**config.mk**
```make
export PLATFORM = sky130hd
export DESIGN_NAME = mem_lsu
export DESIGN_NICKNAME = d
export VERILOG_FILES = /design/src/rtl/mem_lsu.sv
export SDC_FILE = /design/constraint.sdc
export NUM_CORES = 1
export LEC_CHECK = 0
export BUFFER_PORTS_ARGS = -buffer_cell sky130_fd_sc_hd__clkbuf_2
export CAP_MARGIN = 20
export CELL_PAD_IN_SITES_DETAIL_PLACEMENT = 1
export CELL_PAD_IN_SITES_GLOBAL_PLACEMENT = 2
export CORE_MARGIN = 4
export CORE_UTILIZATION = 29
export DETAILED_ROUTE_END_ITERATION = 10
export PLACE_DENSITY = 0.94
export RECOVER_POWER = 100
export SYNTH_ARGS = -nofsm -noshare
export SYNTH_HDL_FRONTEND = slang
export SYNTH_SLANG_ARGS = --single-unit
```
**constraint.sdc**
```tcl
create_clock -name clk -period 3.2 [get_ports clk]
set_input_delay 0.16 -clock clk [delete_from_list [all_inputs] [get_ports clk]]
set_output_delay 0.16 -clock clk [all_outputs]
set_load 0.05 [all_outputs]
```
**src/rtl/mem_lsu.sv**
```systemverilog
// MEM-stage load/store unit: pipeline ld/str controls to a valid/ready
// data-memory request, with byte lanes and zero-extended byte loads.
module mem_lsu #(
  parameter int XLEN   = 32,
  parameter int BE_W   = XLEN / 8,
  parameter int LANE_W = $clog2(BE_W)
) (
  input  logic            clk,
  input  logic            rst,
  input  logic            MEM_ld,
  input  logic            MEM_str,
  input  logic            MEM_byt,
  input  logic [XLEN-1:0] MEM_alu_out,
  input  logic [XLEN-1:0] MEM_b2,
  output logic [XLEN-1:0] MEM_data_mem,
  output logic            MEM_stall,
  output logic            req_valid,
  input  logic            req_ready,
  output logic            req_we,
  output logic [XLEN-1:0] req_addr,
  output logic [XLEN-1:0] req_wdata,
  output logic [BE_W-1:0] req_be,
  input  logic            rsp_valid,
  input  logic [XLEN-1:0] rsp_rdata
);

  typedef enum logic [1:0] {
    IDLE,
    REQ,
    WAIT,
    DONE
  } state_t;

  state_t state, state_n;

  logic [LANE_W-1:0] lane;
  logic [LANE_W-1:0] lane_in;
  logic              byt_q;
  logic [XLEN-1:0]   ld_data;
  logic [7:0]        rsp_byte;
  logic              go;

  assign go       = MEM_ld | MEM_str;
  assign lane_in  = MEM_alu_out[LANE_W-1:0];
  assign rsp_byte = rsp_rdata[{lane, 3'b000} +: 8];

  always_ff @(posedge clk) begin
    if (rst) begin
      state     <= IDLE;
      req_we    <= 1'b0;
      req_addr  <= '0;
      req_wdata <= '0;
      req_be    <= '0;
      lane      <= '0;
      byt_q     <= 1'b0;
      ld_data   <= '0;
    end else begin
      state <= state_n;
      if (state == IDLE && go) begin
        req_addr  <= {MEM_alu_out[XLEN-1:LANE_W], {LANE_W{1'b0}}};
        lane      <= lane_in;
        req_we    <= MEM_str;
        byt_q     <= MEM_byt;
        req_be    <= MEM_byt ? (BE_W'(1) << lane_in) : '1;
        req_wdata <= MEM_byt ? {BE_W{MEM_b2[7:0]}} : MEM_b2;
      end
      if (state == WAIT && rsp_valid) begin
        ld_data <= byt_q ? {{(XLEN-8){1'b0}}, rsp_byte} : rsp_rdata;
      end
    end
  end

  // store beats the load when both are raised
  always_comb begin
    state_n = state;
    case (state)
      IDLE: if (go) state_n = REQ;
      REQ:  if (req_ready) state_n = req_we ? DONE : WAIT;
      WAIT: if (rsp_valid) state_n = DONE;
      DONE: state_n = IDLE;
      default: state_n = IDLE;
    endcase
  end

  always_comb begin
    req_valid    = (state == REQ);
    MEM_stall    = ((state == IDLE) && go) ||
                   (state == REQ) || (state == WAIT);
    MEM_data_mem = MEM_alu_out;
    if (state == DONE && !req_we) MEM_data_mem = ld_data;
  end

endmodule

```
==> impl_summary.log, run 1 <==
INFO  metric yosysSeqAreaShare = 42.2%
INFO  metric finalCritPeriodShare = 82.0%
INFO  metric drv_slew = 0
INFO  metric layout_commonest_cell = sky130_fd_sc_hd__clkbuf_2
INFO  metric synthDominantAreaCellType = sky130_fd_sc_hd__dfxtp_1
INFO  metric first_global_vias = 4653
INFO  metric final-hold-violation-count = 0
INFO  metric cts-resized-gates = 0
INFO  metric hpwlAfterDp = 11900 um
INFO  metric post-cts-setup-buffer-count = 0
INFO  metric synth.top_cell.area_share = 42.2%
INFO  metric postSynthAreaPerCell = 9.07 sq um
INFO  metric synthDistinctLibCells = 38
INFO  metric insertedDiodeCount = 0
INFO  metric final_skew = 7.41 ps
INFO  metric fraction_of_layout_cells_with_a_size_suffix_above_1 = 27.4%
INFO  metric critical_path.endpoint_type = output port
INFO  metric timing.critical_path.fanout_max = 25
INFO  metric hold_depth = 3
INFO  metric layout-area-overhead-vs-synth = 23.9%
INFO  metric final_net_count = 826
INFO  metric final_cell_mix = 129 x sky130_fd_sc_hd__clkbuf_2, 111 x sky130_fd_sc_hd__nand2_1, 104 x sky130_fd_sc_hd__dfxtp_1
INFO  metric detail_route.first_pass.iterations = 4
INFO  metric yosys_most_used_dff = sky130_fd_sc_hd__dfxtp_1
INFO  metric critPathArrivalTime = 2460 ps
INFO  metric first_iter_violations = 149
INFO  metric hold_path_class = in2reg
INFO  metric timing.critical_path.from_type = register
INFO  metric portBuffers = 203
INFO  metric setup_violations = 0
INFO  metric max-vdd-ir-drop = 0.000421 V
INFO  metric run_status = finished, final reports clean
INFO  metric fin_tns_setup = 0 ps
INFO  metric cts_root_buf = sky130_fd_sc_hd__clkbuf_16
INFO  metric fin_util = 36.7%
INFO  metric rows = 47
INFO  metric place_inst = 927
INFO  metric synthesis.instances = 544
INFO  metric grt_setup_unrepaired = no
INFO  metric yosys_warnings = 0
INFO  metric chipHeight = 138 um
INFO  metric antenna_found_initial = 0
INFO  metric holdBufCountCts = 0
INFO  metric grt.total_usage = 16.2%
INFO  metric wire_per_inst = 17.0 um
INFO  metric total_power = 5.51 mW
INFO  metric synth-edff-count = 0
INFO  metric insertion_delay = 350 ps
INFO  metric path_clk_slew = 70 ps
INFO  metric htreeDepth = 3
INFO  metric ant_nets = 0
INFO  metric die-width = 138 um
INFO  metric placeableCoreArea = 16600 sq um
INFO  metric synth_async_sr_flop_share = 0%
INFO  metric cap_violations = 0
INFO  metric routed_wl = 16000 um
INFO  metric max_slew.worst_pin.slew = 1110 ps
INFO  metric crit_start = state[1]
INFO  metric grt_start_max_net_pins = 74
INFO  metric grt-ovfl-total = 0
INFO  metric initial_utilization = 29.6%
INFO  metric grt_pass1_wl = 25200 um
INFO  metric worst_hold_startpoint = MEM_alu_out[20]
INFO  metric pwr_density_cell = 902 nW/um^2
INFO  metric timing.slew.headroom = 26.2%
INFO  metric worst_ep_required_time = 3040 ps
INFO  metric postSynthRegisterBits = 104
INFO  metric cts_buffers = 9
INFO  metric cts.sinks = 104
INFO  metric final_cell_count_no_fill = 942
INFO  metric netlist_top_cells_area = sky130_fd_sc_hd__dfxtp_1 42%, sky130_fd_sc_hd__nand2_1 8.4%, sky130_fd_sc_hd__mux2_2 7.1%
INFO  metric via_count = 4497
INFO  metric fmax = 0.381 GHz
INFO  metric vias_per_cell = 4.77
INFO  metric synth.cell_area = 4930 sq um
INFO  metric final.min_clock_period = 2620 ps
INFO  metric critPathKind = reg2out
INFO  metric cts_tree = yes
INFO  metric worst_r2r_startpoint = state[0]
INFO  metric p_leak = 2.43 nW
INFO  metric ioPinCount = 206
INFO  metric die_area = 19200 sq um
INFO  metric remaining_drc_errors = 0
INFO  metric ff2ff_path_depth = 6
INFO  metric place.gp.congestion = 0.760
INFO  metric clock_path_buffers = 2
[metrics by stage]
stage	setup slack, ps	cell area [sq um]	hold slack [ps]
detailed placement	1140	6070	404
global placement	1200	6040	400
floorplan	1470	4940	296
global route	416	6110	39.3
finish	576	6110	41.6
CTS	770	6330	26.7
[where the power goes]
| group | internal (mW) | switching, mW |
|---|---|---|
| clock | 0.524 | 0.500 |
| sequential | 1.60 | 0.190 |
| combinational | 0.649 | 2.05 |
[layout make-up]
cell class	instances	area, sq um
clock buffer	10	229
fill	2059	10500
tap	220	275
clock inverter	5	33.8
multi-input combinational	391	2500
sequential	104	2080
timing repair buffer	210	981
inverter	2	7.51
[metal layers]
| metal | share of wire (%) | track usage [%] | vias up |
|---|---|---|---|
| li1 | - | - | 2231 |
| met1 | 44 | 20.3 | 2095 |
| met2 | 45 | 25.7 | 144 |
| met3 | 7.8 | 5.77 | 27 |
| met4 | 2.4 | 5.93 | 0 |
| met5 | 0 | 0 | - |
[final timing paths]
kind	end	slack (ps)
worst max-delay path	MEM_data_mem[4]	580
worst max register to register	ld_data[0]	910
worst min-delay path	req_addr[20]	40
worst min register to register	req_addr[24]	450
[logic make-up after synthesis]
group           count (synthesis)  synth area share [%]
other cells                     1                0.0760
compound gates                118                  18.2
simple gates                  209                  20.2
mux                            57                  12.4
fa+ha+maj                       5                  1.27
flops                         104                  42.2
buf+inv                        50                  5.63
[cell usage after synthesis, drive strengths merged, types with 2 or more instances]
master / count
clkbuf: 15
or3: 2
nor3b: 8
o41ai: 8
a211oi: 31
nand2: 111
dfxtp: 104
a21oi: 67
nor2: 36
o21a: 2
a311oi: 3
nand2b: 5
nor3: 2
nor2b: 10
buf: 33
mux2i: 24
mux2: 33
inv: 2
ha: 5
nand3b: 32
o21ai: 2
[critical path: stages, from the launching register on]
cell and delay [ps]:
sky130_fd_sc_hd__dfxtp_1 400, sky130_fd_sc_hd__ha_1 170, sky130_fd_sc_hd__nor2b_4 270, sky130_fd_sc_hd__clkbuf_2 600, sky130_fd_sc_hd__mux2_2 410, sky130_fd_sc_hd__clkbuf_2 240
[flip-flops by register name, summed over array words and instances, names as in the netlist]
register,cells
req_be,4
byt_q,1
ld_data,32
req_addr,30
lane,2
state,2
req_wdata,32
req_we,1
Note: power is estimated with default switching activity, not from simulation.
==> run 2: changes to the inputs <==
--- a/config.mk
+++ b/config.mk
@@ -5,14 +5,15 @@
 export SDC_FILE = /design/constraint.sdc
 export NUM_CORES = 1
 export LEC_CHECK = 0
+export ABC_AREA = 1
 export BUFFER_PORTS_ARGS = -buffer_cell sky130_fd_sc_hd__clkbuf_2
 export CAP_MARGIN = 20
 export CELL_PAD_IN_SITES_DETAIL_PLACEMENT = 1
 export CELL_PAD_IN_SITES_GLOBAL_PLACEMENT = 2
 export CORE_MARGIN = 4
-export CORE_UTILIZATION = 29
+export CORE_UTILIZATION = 25
 export DETAILED_ROUTE_END_ITERATION = 10
-export PLACE_DENSITY = 0.94
+export PLACE_DENSITY = 0.9
 export RECOVER_POWER = 100
 export SYNTH_ARGS = -nofsm -noshare
 export SYNTH_HDL_FRONTEND = slang
==> constraint.sdc (replaced) <==
create_clock -name clk -period 2.5 [get_ports clk]
set_input_delay 0.125 -clock clk [delete_from_list [all_inputs] [get_ports clk]]
set_output_delay 0.125 -clock clk [all_outputs]
set_load 0.05 [all_outputs]
==> run 2 against run 1 <==
Net effect:
- setup slack got worse by 370 ps
- clock skew shrank 0.81 ps
- total power increased by 40%
- worst hold slack worse by 4.6 ps
- critical path type unchanged
- critical endpoint is now MEM_stall
==> impl_summary.log, run 2 <==
INFO  metric synth_async_sr_flop_share = 0% (unchanged)
INFO  metric holdBufCountCts = 0 (unchanged)
INFO  metric placeableCoreArea = 18800 sq um (+13%)
INFO  metric final_net_count = 939 (+14%)
INFO  metric via_count = 4823 (+7.2%)
INFO  metric remaining_drc_errors = 0 (unchanged)
INFO  metric critical_path.endpoint_type = output port
INFO  metric yosys_most_used_dff = sky130_fd_sc_hd__dfxtp_1
INFO  metric worst_ep_required_time = 2380 ps (-660 ps)
INFO  metric critical_path.endpoint = MEM_stall
INFO  metric synth.cell_area = 4800 sq um (-2.7%)
INFO  metric max_slew.worst_pin.slew = 1150 ps (+44.2 ps)
INFO  metric ff2ff_path_depth = 7 (+1)
INFO  metric drv_slew = 0 (unchanged)
INFO  metric synthDistinctLibCells = 23 (-39%)
INFO  metric worst-r2r-setup-slack = 340 ps (-570 ps)
INFO  metric final-hold-violation-count = 0 (unchanged)
INFO  metric chipHeight = 147 um (+5.9%)
INFO  metric worstReg2RegEnd = req_wdata[6]
INFO  metric layout-area-overhead-vs-synth = 26.3%
INFO  metric clock_path_buffers = 2 (unchanged)
INFO  metric yosys_warnings = 0 (unchanged)
INFO  metric final.min_clock_period = 2300 ps
INFO  metric path_clk_slew = 70 ps (about the same)
INFO  metric insertedDiodeCount = 0 (unchanged)
INFO  metric portBuffers = 203 (unchanged)
INFO  metric wire_per_inst = 15.9 um (-6.7%)
INFO  metric first_iter_violations = 246 (+65%)
INFO  metric netlist_top_cells_area = sky130_fd_sc_hd__dfxtp_1 43%, sky130_fd_sc_hd__nor2_1 10%, sky130_fd_sc_hd__o21ai_0 9.4%
INFO  metric postSynthRegisterBits = 104 (unchanged)
INFO  metric registers_with_the_most_flip_flops = ld_data (32), req_wdata (32), req_addr (30)
INFO  metric routed_wl = 17000 um (+5.9%)
INFO  metric grt_start_max_net_pins = 79 (+6.8%)
INFO  metric rows = 50 (+6.4%)
INFO  metric final_cell_area = 6060 sq um (-0.84%)
INFO  metric detail_route.first_pass.iterations = 4 (unchanged)
INFO  metric cts.sinks = 104 (unchanged)
INFO  metric post-cts-setup-buffer-count = 0 (unchanged)
INFO  metric synth-edff-count = 0 (unchanged)
INFO  metric fmax = 0.435 GHz
INFO  metric die_area = 21500 sq um (+12%)
INFO  metric place.gp.congestion = 0.793 (+4.4%)
INFO  metric cts_buffers = 9 (unchanged)
INFO  metric finalCritPeriodShare = 92.0%
INFO  metric max-vdd-ir-drop = 0.000634 V (+51%)
INFO  metric htreeDepth = 3 (unchanged)
INFO  metric synth.top_cell.area_share = 43.4% (+1.2 points)
INFO  metric setup_violations = 0 (unchanged)
INFO  metric fraction_of_layout_cells_with_a_size_suffix_above_1 = 21.7% (-5.7 points)
INFO  metric grt_pass1_wl = 26600 um (+5.5%)
INFO  metric timing.hold.ws = 37.0 ps (-4.57 ps)
INFO  metric hold_path_class = in2reg
INFO  metric grt_setup_unrepaired = no
INFO  metric cap_violations = 0 (unchanged)
INFO  metric antenna_found_initial = 0 (unchanged)
INFO  metric cts-resized-gates = 0 (unchanged)
INFO  metric hpwlAfterDp = 12800 um (+7.7%)
INFO  metric critPathKind = reg2out
INFO  metric cts_root_buf = sky130_fd_sc_hd__clkbuf_16
INFO  metric grt-ovfl-total = 0 (unchanged)
INFO  metric ioPinCount = 206 (unchanged)
INFO  metric p_leak = 2.80 nW (+16%)
INFO  metric first_global_vias = 4845 (+4.1%)
INFO  metric postSynthAreaPerCell = 7.33 sq um (-19%)
INFO  metric timing.critical_path.from_type = register
INFO  metric worst_r2r_startpoint = state[1]
INFO  metric final_skew = 6.60 ps (-0.810 ps)
INFO  metric cts_tree = yes
INFO  metric fin_tns_setup = 0 ps (unchanged)
INFO  metric vias_per_cell = 4.51 (-5.5%)
INFO  metric initial_utilization = 25.6% (-4.1 points)
INFO  metric crit_start = state[0]
INFO  metric critPathArrivalTime = 2170 ps (-290 ps)
INFO  metric detailed_place.area = 5880 sq um (-3.1%)
INFO  metric final_cell_mix = 132 x sky130_fd_sc_hd__nor2_1, 123 x sky130_fd_sc_hd__clkbuf_2, 104 x sky130_fd_sc_hd__dfxtp_1
INFO  metric run_status = finished, final reports clean
INFO  metric pwr_density_cell = 1270 nW/um^2 (+41%)
INFO  metric yosysSeqAreaShare = 43.4% (+1.2 points)
INFO  metric grt.total_usage = 15.5% (-0.68 points)
INFO  metric post_synth_most_frequent_cells = 132 x sky130_fd_sc_hd__nor2_1, 104 x sky130_fd_sc_hd__dfxtp_1, 94 x sky130_fd_sc_hd__nand2_1
INFO  metric timing.slew.headroom = 23.2% (-3.0 points)
INFO  metric synthesis.instances = 655 (+20%)
INFO  metric most_frequent_cell_after_synthesis = sky130_fd_sc_hd__nor2_1
INFO  metric synthDominantAreaCellType = sky130_fd_sc_hd__dfxtp_1
INFO  metric timing.critical_path.fanout_max = 68 (+170%)
INFO  metric fin_util = 32.3% (-4.4 points)
INFO  metric insertion_delay = 340 ps (about the same)
INFO  metric ant_nets = 0 (unchanged)
INFO  metric layout_commonest_cell = sky130_fd_sc_hd__nor2_1
INFO  metric die-width = 147 um (+5.9%)
-- run 2: cell types whose count changed in the layout (fill, tap and decap cells not counted), sizes merged, moves of 8 or more --
cell and change:
o21ai +103, nor2 +97, inv +52, nand3 +35, nand3b -32, a211oi -31
mux2i -24, a21oi -23, nand2 -12, nor2b -10, nor3b -8, o41ai -8
-- run 2: layout make-up --
cell class,instances,area (sq um)
fillers,2408,12700
multi-input cells,453,2230
flip-flops and latches,104,2080
repair buffers,208,966
well taps,234,293
clock buffers,13,270
inverters,55,211
clock inverters,2,13.8
-- run 2: worst max-delay path, stage by stage (launching register included) --
cell and delay [ps]:
sky130_fd_sc_hd__dfxtp_1 430, sky130_fd_sc_hd__inv_1 120, sky130_fd_sc_hd__ha_1 250, sky130_fd_sc_hd__nand2_4 80, sky130_fd_sc_hd__buf_4 560, sky130_fd_sc_hd__nand2_1 120
sky130_fd_sc_hd__clkbuf_2 270
-- run 2: worst min-delay path by stage --
stage	startpoint	to	slack, ps	cells after the start
4_1_cts	MEM_alu_out[23]	req_addr[23]	20	3
3_5_place_dp	MEM_alu_out[23]	req_addr[23]	390	3
5_1_grt	rsp_rdata[10]	ld_data[10]	30	3
3_3_place_gp	MEM_alu_out[29]	req_addr[29]	390	3
6_report	MEM_alu_out[23]	req_addr[23]	40	3
2_1_floorplan	MEM_alu_out[1]	req_be[2]	260	2
-- run 2: cells by family (layout without fill, tap and decap cells) --
kind of cell	Yosys count	after routing	synth area share (%)
simple gates	267	267	22.3
compound gates	149	149	15.6
flops	104	104	43.4
buf+inv	99	278	10.2
mux	30	30	7.04
fa+ha+maj	5	5	1.30
other cells	1	2	0.0782
-- run 2: power breakdown --
group | internal, mW | switching [mW] | total [mW]
sequential | 2.17 | 0.315 | 2.49
combinational | 0.774 | 3.06 | 3.84
clock | 0.754 | 0.632 | 1.39
-- run 2: per-layer routing --
layer	GRT usage [%]	wire, um
met5	0	0
met4	5.22	350
met3	2.86	804
met2	25.7	8000
met1	20.3	7820
-- run 2: metrics by stage --
step / setup WS (ps) / instances / power, mW
floorplan: 503 / 656 / 5.59
global placement: 615 / 1054 / 6.45
detailed placement: 561 / 1054 / 6.52
CTS: 162 / 1069 / 7.93
global route: 58.6 / 1069 / 8.21
finish: 201 / 1069 / 7.71
==> run 3: changes to the inputs <==
==> constraint.sdc (replaced) <==
create_clock -name clk -period 2.2 [get_ports clk]
set_input_delay 0.11 -clock clk [delete_from_list [all_inputs] [get_ports clk]]
set_output_delay 0.11 -clock clk [all_outputs]
set_load 0.05 [all_outputs]
==> run 3 against run 2 <==
Net effect:
- critical path depth fell by 1
- clock-buffer cell count fell by 4
- sequential cell count did not move
- sequential share of layout area fell by 0.34 points
- first-iteration DRC count fell by 11%
- core utilization rose by 0.33 points
- sequential power rose by 14%
- setup slack got worse by 81 ps
- wire length rose by 3.0%
- clock power rose by 12%
- global-route usage rose by 0.084 points
- critical endpoint is now MEM_data_mem[9]
- highest routed layer unchanged
==> impl_summary.log, run 3 (same netlist as run 2, synthesis figures left out) <==
INFO  metric setup_violations = 0 (unchanged)
INFO  metric timing.critical_path.fanout_max = 23 (-66%)
INFO  metric htreeDepth = 3 (unchanged)
INFO  metric insertedDiodeCount = 0 (unchanged)
INFO  metric holdBufCountCts = 0 (unchanged)
INFO  metric vias_per_cell = 4.53 (+0.47%)
INFO  metric final_cell_area = 6120 sq um (+1.0%)
INFO  metric registers_with_the_most_flip_flops = ld_data (32), req_wdata (32), req_addr (30)
INFO  metric fillCellCount = 2409 (+0.042%)
INFO  metric detailed_place.area = 5920 sq um (+0.68%)
INFO  metric ioPinCount = 206 (unchanged)
INFO  metric die-width = 147 um (unchanged)
INFO  metric initial_utilization = 25.6% (unchanged)
INFO  metric first_global_vias = 4787 (-1.2%)
INFO  metric layout_commonest_cell = sky130_fd_sc_hd__nor2_1
INFO  metric insertion_delay = 350 ps (about the same)
INFO  metric clock_path_buffers = 2 (unchanged)
INFO  metric fin_tns_setup = 0 ps (unchanged)
INFO  metric max_slew.worst_pin.slew = 766 ps (-385 ps)
INFO  metric pwr_density_cell = 1450 nW/um^2 (+14%)
INFO  metric grt_setup_unrepaired = no
INFO  metric ff2ff_path_depth = 7 (unchanged)
INFO  metric detail_route.first_pass.iterations = 4 (unchanged)
INFO  metric final.min_clock_period = 2080 ps
INFO  metric final_net_count = 942 (+0.32%)
INFO  metric critPathArrivalTime = 1970 ps (-200 ps)
INFO  metric cts_tree = yes
INFO  metric cts_buffers = 9 (unchanged)
INFO  metric p_leak = 2.85 nW (+1.8%)
INFO  metric rows = 50 (unchanged)
INFO  metric worst_r2r_startpoint = state[0]
INFO  metric fmax = 0.481 GHz
INFO  metric final_skew = 8.34 ps (+1.74 ps)
INFO  metric place.gp.congestion = 0.796 (+0.35%)
INFO  metric final_cell_mix = 132 x sky130_fd_sc_hd__nor2_1, 130 x sky130_fd_sc_hd__clkbuf_2, 104 x sky130_fd_sc_hd__dfxtp_1
INFO  metric ant_nets = 0 (unchanged)
INFO  metric path_clk_slew = 70 ps (about the same)
INFO  metric timing.slew.headroom = 48.9% (+26 points)
INFO  metric grt_start_max_net_pins = 60 (-24%)
INFO  metric layout.area.seq = 2080 sq um (unchanged)
INFO  metric post-cts-setup-buffer-count = 0 (unchanged)
INFO  metric antenna_found_initial = 0 (unchanged)
INFO  metric chipHeight = 147 um (unchanged)
INFO  metric grt_pass1_wl = 26800 um (+0.60%)
INFO  metric max-vdd-ir-drop = 0.000571 V (-9.9%)
INFO  metric worst_hold_startpoint = rsp_rdata[11]
INFO  metric hold_path_class = in2reg
INFO  metric crit_start = state[0]
INFO  metric finalCritPeriodShare = 94.5%
INFO  metric critical_path.endpoint_type = output port
INFO  metric routed_wl = 17500 um (+3.0%)
INFO  metric cts.sinks = 104 (unchanged)
INFO  metric cts_root_buf = sky130_fd_sc_hd__clkbuf_16
INFO  metric final-hold-violation-count = 0 (unchanged)
INFO  metric wire_per_inst = 16.3 um (+2.7%)
INFO  metric fraction_of_layout_cells_with_a_size_suffix_above_1 = 22.9% (+1.2 points)
INFO  metric die_area = 21500 sq um (unchanged)
INFO  metric worst_ep_required_time = 2090 ps (-290 ps)
INFO  metric timing.critical_path.from_type = register
INFO  metric portBuffers = 203 (unchanged)
INFO  metric dp_slack = 431 ps (-130 ps)
INFO  metric first_iter_violations = 219 (-11%)
INFO  metric critPathKind = reg2out
INFO  metric layout-area-overhead-vs-synth = 27.6%
INFO  metric drv_slew = 0 (unchanged)
INFO  metric final.setup.worst_slack = 120 ps (-80.8 ps)
INFO  metric cap_violations = 0 (unchanged)
INFO  metric via_count = 4864 (+0.85%)
INFO  metric hold_depth = 3 (unchanged)
INFO  metric hpwlAfterDp = 13100 um (+2.1%)
INFO  metric grt-ovfl-total = 0 (unchanged)
INFO  metric grt.total_usage = 15.6% (+0.084 points)
INFO  metric run_status = finished, final reports clean
INFO  metric remaining_drc_errors = 0 (unchanged)
INFO  metric multi_input_area = 2230 sq um (+0.11%)
INFO  metric placeableCoreArea = 18800 sq um (unchanged)
==> run 3: worst paths after layout <==
kind | endpoint | slack, ps
min reg2reg | ld_data[10] | 470
max reg2reg | req_addr[23] | 200
max | MEM_data_mem[9] | 120
min | ld_data[11] | 10
==> run 3: timing repair <==
action | in CTS | in global routing
endpoints found under the hold margin | 0 | 0
setup endpoints to repair | 0 | 18
gates resized for setup | 0 | 2
==> run 3: report_power, final <==
group          leakage (nW)  internal, mW  switching (mW)
Combinational          1.86         0.945            3.53
Clock                 0.140         0.772           0.774
Sequential            0.858          2.47           0.369
Total                  2.85          4.19            4.67
==> run 3: critical path: stages (launching register included) <==
cell and delay (ps):
sky130_fd_sc_hd__dfxtp_1 370, sky130_fd_sc_hd__ha_1 260, sky130_fd_sc_hd__nand2_4 170, sky130_fd_sc_hd__buf_12 210, sky130_fd_sc_hd__mux2_2 350, sky130_fd_sc_hd__clkbuf_2 250
==> run 3: layout make-up <==
type / instances / share of cell area [%]
tap: 234 / 4.78
multi-input combinational: 453 / 36.4
inverter: 55 / 3.49
clock inverter: 7 / 0.756
sequential: 104 / 34.0
clock buffer: 9 / 3.68
timing repair buffer: 211 / 16.9
==> run 3: through the flow <==
step           utilization [%]  power (mW)  hold slack, ps  cells
6_report                  32.6        8.86            13.3   1073
5_1_grt                   32.6        9.42            16.2   1073
4_1_cts                   33.0        9.03            1.96   1072
3_5_place_dp              31.6        7.47             381   1056
3_3_place_gp              31.6        7.41             366   1056
2_1_floorplan                -        6.36             249    656
==> run 3: per-layer routing <==
layer  GRT usage, %  share of wire [%]  vias up  wire length [um]
met4           4.37                1.9        0               334
met2           25.7                 47      113              8220
met5              0                  0        -                 0
met3           3.60                4.8       18               834
li1               -                  -     2459                 -
met1           20.5                 46     2274              8100
